**src/rtl/axi4lite_pkg.sv**
```systemverilog
`default_nettype none
// ============================================================================
// Module      : axi4lite_pkg
// Description : Shared widths, response codes, FSM state encodings and the
//               port-select type for the two-master AXI4-Lite arbiter.
// Revision    : 1.0 - initial release
// ============================================================================
package axi4lite_pkg;

    localparam int         c_addr_width  = 32;
    localparam int         c_data_width  = 32;
    localparam logic [1:0] c_resp_okay   = 2'b00;
    localparam logic [1:0] c_resp_slverr = 2'b10;

    typedef enum logic [1:0] {
        R_IDLE = 2'd0,
        R_ADDR = 2'd1,
        R_DATA = 2'd2
    } rd_state_t;

    typedef enum logic [1:0] {
        W_IDLE = 2'd0,
        W_XFER = 2'd1,
        W_RESP = 2'd2
    } wr_state_t;

    // s0 = core bus, s1 = debug system-bus access
    typedef enum logic {
        PORT_S0 = 1'b0,
        PORT_S1 = 1'b1
    } port_sel_t;

endpackage
`default_nettype wire

```
**src/rtl/axi4lite_bus_arbiter_rr_arb2.sv**
```systemverilog
`default_nettype none
// ============================================================================
// Module      : rr_arb2
// Description : Two-way picker. Round-robin on a registered last-grant
//               pointer, or s1-wins-ties when FIXED_PRIORITY is set.
// Revision    : 1.0 - initial release
// ============================================================================
module rr_arb2
    import axi4lite_pkg::*;
#(
    parameter bit FIXED_PRIORITY = 1'b0
) (
    input  logic       clk,
    input  logic       rst_n,
    input  logic [1:0] i_req,
    input  logic       i_upd,
    input  port_sel_t  i_upd_port,
    output port_sel_t  o_pick
);

    port_sel_t r_last;

    // Last-grant pointer; starts as "s1 last" so s0 wins the first tie
    always_ff @(posedge clk or negedge rst_n) begin
        if (!rst_n) begin
            r_last <= PORT_S1;
        end else if (i_upd) begin
            r_last <= i_upd_port;
        end
    end

    // Pick a winner from the current requests and the pointer
    always_comb begin
        o_pick = PORT_S0;
        if (i_req == 2'b10) begin
            o_pick = PORT_S1;
        end else if (i_req == 2'b11) begin
            if (FIXED_PRIORITY || (r_last == PORT_S0)) begin
                o_pick = PORT_S1;
            end else begin
                o_pick = PORT_S0;
            end
        end
    end

endmodule
`default_nettype wire

```
**src/rtl/axi4lite_bus_arbiter.sv**
```systemverilog
`default_nettype none
// ============================================================================
// Module      : axi4lite_bus_arbiter
// Description : Shares one AXI4-Lite memory port between the core bus (s0)
//               and the debug SBA path (s1). Independent read and write
//               arbitration, one outstanding transaction per channel.
// Revision    : 1.0 - initial release
// ============================================================================
module axi4lite_bus_arbiter
    import axi4lite_pkg::*;
#(
    parameter int ADDR_WIDTH     = 32,
    parameter int DATA_WIDTH     = 32,
    parameter int FIXED_PRIORITY = 0
) (
    input  logic                    aclk,
    input  logic                    aresetn,
    // s0 (core)
    input  logic                    s0_awvalid,
    output logic                    s0_awready,
    input  logic [ADDR_WIDTH-1:0]   s0_awaddr,
    input  logic [2:0]              s0_awprot,
    input  logic [3:0]              s0_awcache,
    input  logic                    s0_wvalid,
    output logic                    s0_wready,
    input  logic [DATA_WIDTH-1:0]   s0_wdata,
    input  logic [DATA_WIDTH/8-1:0] s0_wstrb,
    output logic                    s0_bvalid,
    input  logic                    s0_bready,
    output logic [1:0]              s0_bresp,
    input  logic                    s0_arvalid,
    output logic                    s0_arready,
    input  logic [ADDR_WIDTH-1:0]   s0_araddr,
    input  logic [2:0]              s0_arprot,
    input  logic [3:0]              s0_arcache,
    output logic                    s0_rvalid,
    input  logic                    s0_rready,
    output logic [1:0]              s0_rresp,
    output logic [DATA_WIDTH-1:0]   s0_rdata,
    // s1 (debug SBA)
    input  logic                    s1_awvalid,
    output logic                    s1_awready,
    input  logic [ADDR_WIDTH-1:0]   s1_awaddr,
    input  logic [2:0]              s1_awprot,
    input  logic [3:0]              s1_awcache,
    input  logic                    s1_wvalid,
    output logic                    s1_wready,
    input  logic [DATA_WIDTH-1:0]   s1_wdata,
    input  logic [DATA_WIDTH/8-1:0] s1_wstrb,
    output logic                    s1_bvalid,
    input  logic                    s1_bready,
    output logic [1:0]              s1_bresp,
    input  logic                    s1_arvalid,
    output logic                    s1_arready,
    input  logic [ADDR_WIDTH-1:0]   s1_araddr,
    input  logic [2:0]              s1_arprot,
    input  logic [3:0]              s1_arcache,
    output logic                    s1_rvalid,
    input  logic                    s1_rready,
    output logic [1:0]              s1_rresp,
    output logic [DATA_WIDTH-1:0]   s1_rdata,
    // memory side
    output logic                    m_awvalid,
    input  logic                    m_awready,
    output logic [ADDR_WIDTH-1:0]   m_awaddr,
    output logic [2:0]              m_awprot,
    output logic [3:0]              m_awcache,
    output logic                    m_wvalid,
    input  logic                    m_wready,
    output logic [DATA_WIDTH-1:0]   m_wdata,
    output logic [DATA_WIDTH/8-1:0] m_wstrb,
    input  logic                    m_bvalid,
    output logic                    m_bready,
    input  logic [1:0]              m_bresp,
    output logic                    m_arvalid,
    input  logic                    m_arready,
    output logic [ADDR_WIDTH-1:0]   m_araddr,
    output logic [2:0]              m_arprot,
    output logic [3:0]              m_arcache,
    input  logic                    m_rvalid,
    output logic                    m_rready,
    input  logic [1:0]              m_rresp,
    input  logic [DATA_WIDTH-1:0]   m_rdata
);

    // ---------------------------------------------------------------- read
    rd_state_t r_rd_state;
    port_sel_t r_rd_gnt;
    port_sel_t w_rd_pick;
    logic      w_rd_s1, w_rd_addr_ph, w_rd_data_ph, w_r_hs;

    assign w_rd_s1      = (r_rd_gnt == PORT_S1);
    assign w_rd_addr_ph = (r_rd_state == R_ADDR);
    assign w_rd_data_ph = (r_rd_state == R_DATA);
    assign w_r_hs       = w_rd_data_ph && m_rvalid && m_rready;

    rr_arb2 #(.FIXED_PRIORITY(FIXED_PRIORITY != 0)) u_rd_arb (
        .clk        (aclk),
        .rst_n      (aresetn),
        .i_req      ({s1_arvalid, s0_arvalid}),
        .i_upd      (w_r_hs),
        .i_upd_port (r_rd_gnt),
        .o_pick     (w_rd_pick)
    );

    // Read FSM: grant in IDLE, hold it through the address and data phases
    always_ff @(posedge aclk or negedge aresetn) begin
        if (!aresetn) begin
            r_rd_state <= R_IDLE;
            r_rd_gnt   <= PORT_S0;
        end else begin
            case (r_rd_state)
                R_IDLE: if (s0_arvalid || s1_arvalid) begin
                    r_rd_gnt   <= w_rd_pick;
                    r_rd_state <= R_ADDR;
                end
                R_ADDR: if (m_arready) r_rd_state <= R_DATA;
                R_DATA: if (w_r_hs)    r_rd_state <= R_IDLE;
                default:               r_rd_state <= R_IDLE;
            endcase
        end
    end

    // The granted master holds arvalid until its handshake, so the address
    // phase alone qualifies m_arvalid (no s*_arvalid -> m_arvalid path).
    assign m_arvalid  = w_rd_addr_ph;
    assign m_araddr   = w_rd_s1 ? s1_araddr  : s0_araddr;
    assign m_arprot   = w_rd_s1 ? s1_arprot  : s0_arprot;
    assign m_arcache  = w_rd_s1 ? s1_arcache : s0_arcache;
    assign s0_arready = w_rd_addr_ph && !w_rd_s1 && m_arready;
    assign s1_arready = w_rd_addr_ph &&  w_rd_s1 && m_arready;
    assign m_rready   = w_rd_data_ph && (w_rd_s1 ? s1_rready : s0_rready);
    assign s0_rvalid  = w_rd_data_ph && !w_rd_s1 && m_rvalid;
    assign s1_rvalid  = w_rd_data_ph &&  w_rd_s1 && m_rvalid;
    assign s0_rresp   = (w_rd_data_ph && !w_rd_s1) ? m_rresp : '0;
    assign s1_rresp   = (w_rd_data_ph &&  w_rd_s1) ? m_rresp : '0;
    assign s0_rdata   = (w_rd_data_ph && !w_rd_s1) ? m_rdata : '0;
    assign s1_rdata   = (w_rd_data_ph &&  w_rd_s1) ? m_rdata : '0;

    // --------------------------------------------------------------- write
    wr_state_t r_wr_state;
    port_sel_t r_wr_gnt;
    port_sel_t w_wr_pick;
    logic      r_aw_done, r_w_done, r_w_seen;
    logic      w_wr_s1, w_xfer, w_resp, w_aw_open, w_w_open;
    logic      w_aw_hs, w_w_hs, w_b_hs, w_g_wvalid;

    assign w_wr_s1    = (r_wr_gnt == PORT_S1);
    assign w_xfer     = (r_wr_state == W_XFER);
    assign w_resp     = (r_wr_state == W_RESP);
    assign w_g_wvalid = w_wr_s1 ? s1_wvalid : s0_wvalid;
    assign w_aw_open  = w_xfer && !r_aw_done;
    // wvalid is not implied by the grant, so it is taken from a registered
    // copy to keep s*_wvalid off the combinational path to m_wvalid.
    assign w_w_open   = w_xfer && !r_w_done && r_w_seen;
    assign w_aw_hs    = w_aw_open && m_awready;
    assign w_w_hs     = w_w_open && m_wready;
    assign w_b_hs     = w_resp && m_bvalid && m_bready;

    rr_arb2 #(.FIXED_PRIORITY(FIXED_PRIORITY != 0)) u_wr_arb (
        .clk        (aclk),
        .rst_n      (aresetn),
        .i_req      ({s1_awvalid, s0_awvalid}),
        .i_upd      (w_b_hs),
        .i_upd_port (r_wr_gnt),
        .o_pick     (w_wr_pick)
    );

    // Write FSM: aw and w complete independently, tracked by sticky flags
    always_ff @(posedge aclk or negedge aresetn) begin
        if (!aresetn) begin
            r_wr_state <= W_IDLE;
            r_wr_gnt   <= PORT_S0;
            r_aw_done  <= 1'b0;
            r_w_done   <= 1'b0;
            r_w_seen   <= 1'b0;
        end else begin
            case (r_wr_state)
                W_IDLE: if (s0_awvalid || s1_awvalid) begin
                    r_wr_gnt   <= w_wr_pick;
                    r_w_seen   <= (w_wr_pick == PORT_S1) ? s1_wvalid : s0_wvalid;
                    r_wr_state <= W_XFER;
                end
                W_XFER: begin
                    r_aw_done <= r_aw_done || w_aw_hs;
                    r_w_done  <= r_w_done || w_w_hs;
                    r_w_seen  <= r_w_seen || w_g_wvalid;
                    if ((r_aw_done || w_aw_hs) && (r_w_done || w_w_hs)) begin
                        r_wr_state <= W_RESP;
                    end
                end
                W_RESP: if (w_b_hs) begin
                    r_aw_done  <= 1'b0;
                    r_w_done   <= 1'b0;
                    r_w_seen   <= 1'b0;
                    r_wr_state <= W_IDLE;
                end
                default: r_wr_state <= W_IDLE;
            endcase
        end
    end

    assign m_awvalid  = w_aw_open;
    assign m_awaddr   = w_wr_s1 ? s1_awaddr  : s0_awaddr;
    assign m_awprot   = w_wr_s1 ? s1_awprot  : s0_awprot;
    assign m_awcache  = w_wr_s1 ? s1_awcache : s0_awcache;
    assign s0_awready = w_aw_open && !w_wr_s1 && m_awready;
    assign s1_awready = w_aw_open &&  w_wr_s1 && m_awready;
    assign m_wvalid   = w_w_open;
    assign m_wdata    = w_wr_s1 ? s1_wdata : s0_wdata;
    assign m_wstrb    = w_wr_s1 ? s1_wstrb : s0_wstrb;
    assign s0_wready  = w_w_open && !w_wr_s1 && m_wready;
    assign s1_wready  = w_w_open &&  w_wr_s1 && m_wready;
    assign m_bready   = w_resp && (w_wr_s1 ? s1_bready : s0_bready);
    assign s0_bvalid  = w_resp && !w_wr_s1 && m_bvalid;
    assign s1_bvalid  = w_resp &&  w_wr_s1 && m_bvalid;
    assign s0_bresp   = (w_resp && !w_wr_s1) ? m_bresp : '0;
    assign s1_bresp   = (w_resp &&  w_wr_s1) ? m_bresp : '0;

endmodule
`default_nettype wire

```
**config.mk**
```make
export PLATFORM = sky130hd
export DESIGN_NAME = axi4lite_bus_arbiter
export DESIGN_NICKNAME = d
export VERILOG_FILES = /design/src/rtl/axi4lite_pkg.sv /design/src/rtl/axi4lite_bus_arbiter_rr_arb2.sv /design/src/rtl/axi4lite_bus_arbiter.sv
export SDC_FILE = /design/constraint.sdc
export NUM_CORES = 1
export LEC_CHECK = 0
export CAP_MARGIN = 30
export CORE_AREA = 8 8 183 185
export DETAILED_ROUTE_END_ITERATION = 10
export DIE_AREA = 0 0 191 193
export GPL_ROUTABILITY_DRIVEN = 1
export HOLD_SLACK_MARGIN = 0.08
export SLEW_MARGIN = 20
export SYNTH_ARGS = -nofsm -noshare
export SYNTH_HDL_FRONTEND = slang
export SYNTH_SLANG_ARGS = --single-unit
```
**constraint.sdc**
```tcl
create_clock -name aclk -period 4.4 [get_ports aclk]
set_clock_uncertainty 0.2 [all_clocks]
set_input_delay 0.44 -clock aclk [delete_from_list [all_inputs] [get_ports aclk]]
set_output_delay 0.44 -clock aclk [all_outputs]
set_load 0.1 [all_outputs]
```
==> impl_metrics.env <==
export IMPL_grt_max_degree=65
export IMPL_detailed_place_area_um2=7400
export IMPL_final_area_um2=7480
export IMPL_routedWlPerCell_um=17.4
export IMPL_initial_core_util_pct=8.32
export IMPL_switching_share_pct=71.4
export IMPL_final_hold_violation_count=0
export IMPL_cpPeakStageDelay_ns=1.14
export IMPL_rsz0062_at_grt="false"
export IMPL_clock_latency_ns=0.24
export IMPL_fin_cells=1158
export IMPL_p_int_w=0.00161
export IMPL_hold_buffers=0
export IMPL_synth_top_area_cell="mux2_2"
export IMPL_endpoint_kind="primary output"
export IMPL_power_frac_clock_pct=3.1
export IMPL_yosys_top_cells_area="mux2_2 (52%), and2_1 (18%), dfrtp_1 (8.8%)"
export IMPL_maxCapViolations=0
export IMPL_cts_buffers=3
export IMPL_antenna_cells=0
export IMPL_combPwrFrac_pct=91.9
export IMPL_p_switching_w=0.00403
export IMPL_seq_power_share_pct=5.0
export IMPL_dr_pass1_iters=4
export IMPL_netlist_cell_type_count=27
export IMPL_critPathKind="register to primary output"
export IMPL_mostFrequentLayoutCells="clkdlybuf4s50_1 (314), buf_4 (172), mux2_2 (119)"
export IMPL_post_route_cells_drive_above_1_share_pct=39.6
export IMPL_synth_area_um2=2560
export IMPL_grt_overflow=0
export IMPL_drt_iter0_drc=98
export IMPL_path_buf_inv=2
export IMPL_clock_fmax_mhz=305
export IMPL_dp_slack_ns=1.39
export IMPL_post_cts_resized=0
export IMPL_outcome="complete, no violations"
export IMPL_setup_viol_count_final=0
export IMPL_yosysSeqAreaShare_pct=10.8
export IMPL_yosysTopAreaCellShare_pct=52.3
export IMPL_ys_warn_count=0
export IMPL_numPortBuffers=481
export IMPL_die_h_um=193
export IMPL_final_common_cell="clkdlybuf4s50_1"
export IMPL_die_w_um=191
export IMPL_clkTransAtPathRegs_ns=0.05
export IMPL_grtUsageTotal_pct=9.53
export IMPL_power_density_nw_per_um2=754
export IMPL_synth_nets=574
export IMPL_fin_crit_ns=3.28
export IMPL_grt_pass1_wl_mm=27.1
export IMPL_p_leak_nw=3.14
export IMPL_ioPinCount=482
export IMPL_fp_coreArea_um2=30800
export IMPL_route_detailed_drc=0
export IMPL_area_delta_synth_final_pct=192
export IMPL_worstSetupStartpointType="register"
export IMPL_slew_headroom_pct=33.8
export IMPL_timing_final_crit_share_pct=74.6
export IMPL_worst_pin_slew_ns=0.990
export IMPL_clockRootBuffer="clkbuf_16"
export IMPL_hold_slack_ns=0.291
export IMPL_fin_ws_ns=1.12
export IMPL_hp_class="register to register"
export IMPL_cts_tree="done"
export IMPL_crit_chain="inv_1 > ha_1 > nor2b_1 > and2_1 > clkdlybuf4s50_1"
export IMPL_yosys_register_bits=11
export IMPL_place_inst=1154
export IMPL_syn_avg_cell_area_um2=8.90
export IMPL_fin_tns_setup_ns=0
export IMPL_ant_nets=0
export IMPL_gp_congestion=0.791
export IMPL_crit_path_max_fanout=10
export IMPL_slew_violations=0
export IMPL_cp_slowest_cell="clkdlybuf4s50_1"
export IMPL_cp_data_required_time_ns=3.76
export IMPL_ir_drop_mv=0.308
export IMPL_drt_wl_total_mm=20.1
export IMPL_dieArea_um2=36900
export IMPL_crit_arrival_ns=2.64
export IMPL_clk_path_buf_depth=2
export IMPL_nets=1043
export IMPL_clock_sinks=11
export IMPL_via_count=3885
export IMPL_postCtsSetupBuffers=0
export IMPL_grt_pass1_vias=4063
export IMPL_antenna_found_initial=1
export IMPL_post_dp_hpwl_mm=18.0
export IMPL_htreeDepth=1
export IMPL_cp_top_family="buffers and inverters"
export IMPL_via_per_inst=3.35
export IMPL_synth_cells=288
export IMPL_row_count=65
## path summary, 6_finish.rpt
path	from	end	slack (ns)	depth (start not counted)
min reg2reg	r_rd_state[1]$_DFFE_PN0P_	r_rd_state[0]$_DFFE_PN0P_	0.29	1
min in group asynchronous	aresetn	r_aw_done$_DFFE_PN0P_	0.38	1
max	r_wr_state[0]$_DFFE_PN0P_	s0_bresp[0]	1.12	5
max reg2reg	r_rd_gnt$_DFFE_PN0P_	u_rd_arb.r_last$_DFFE_PN1P_	2.39	4
min	r_rd_state[1]$_DFFE_PN0P_	r_rd_state[0]$_DFFE_PN0P_	0.29	1
max in group asynchronous	aresetn	r_wr_gnt$_DFFE_PN0P_	3.16	1
## cell type report
type                       count  area, um^2
sequential                    11         283
clock buffer                   4        78.8
timing repair buffer         486        4430
multi-input combinational    252        2170
fill                        3365       23300
inverter                       3        11.3
tap                          402         503
## cell usage after synthesis
library cell	count
mux2i_1	3
inv_1	3
a221oi_2	1
and3_1	5
buf_2	14
buf_4	1
ha_1	5
and2_1	73
a32o_1	1
o211ai_1	1
a211oi_1	1
nor2_1	11
a31oi_1	1
nor2b_1	6
o21ai_0	5
o21ai_1	1
nor3_1	1
clkbuf_1	7
a22o_1	2
a21oi_1	2
dfrtp_1	9
a21boi_0	1
nand2b_1	1
mux2_2	119
nand3b_1	1
dfstp_2	2
nand2_1	11
## cells by family (layout without fill, tap and decap cells)
group,after synthesis,in the layout,share of synthesized area [%]
mux,122,122,53.4
simple gates,109,109,24.5
buf+inv,25,493,4.49
compound gates,16,16,4.34
flops,11,11,10.8
fa+ha+maj,5,5,2.44
## power groups by stage
stage               clock network, W  registers [W]  logic [W]
floorplan                          0       0.000172    0.00416
global placement                   0       0.000283    0.00522
detailed placement                 0       0.000283    0.00522
CTS                         0.000191       0.000281    0.00523
global route                0.000192       0.000295    0.00534
finish                      0.000174       0.000281    0.00519
## through the flow
step / utilization (%) / total power (W)
finish: 24.3 / 0.00564
global route: 24.3 / 0.00583
CTS: 24.3 / 0.00570
detailed placement: 24.0 / 0.00550
global placement: 24.0 / 0.00550
floorplan: - / 0.00433
## metal layers
layer / wire length, um / track usage, % / share of wire, % / vias up
met2: 10700 / 17.1 / 53 / 152
met1: 7890 / 11.6 / 39 / 1784
met4: 102 / 0.865 / 0.51 / 2
li1: - / - / - / 1934
met3: 1470 / 2.59 / 7.3 / 13
met5: 13 / 0 / 0.065 / -
## registers in the layout, summed over array words and instances (netlist names)
name	cells
r_rd_state	2
r_wr_state	2
r_aw_done	1
r_rd_gnt	1
r_w_done	1
r_w_seen	1
r_wr_gnt	1
u_rd_arb.r_last	1
u_wr_arb.r_last	1
## worst register-to-register path, stage by stage (launching register included)
cell and delay, ns:
dfrtp_2 0.90, mux2i_1 0.32, nor2_1 0.09, nand2_1 0.09, mux2_2 0.33
(Power assumes the default switching activity.)
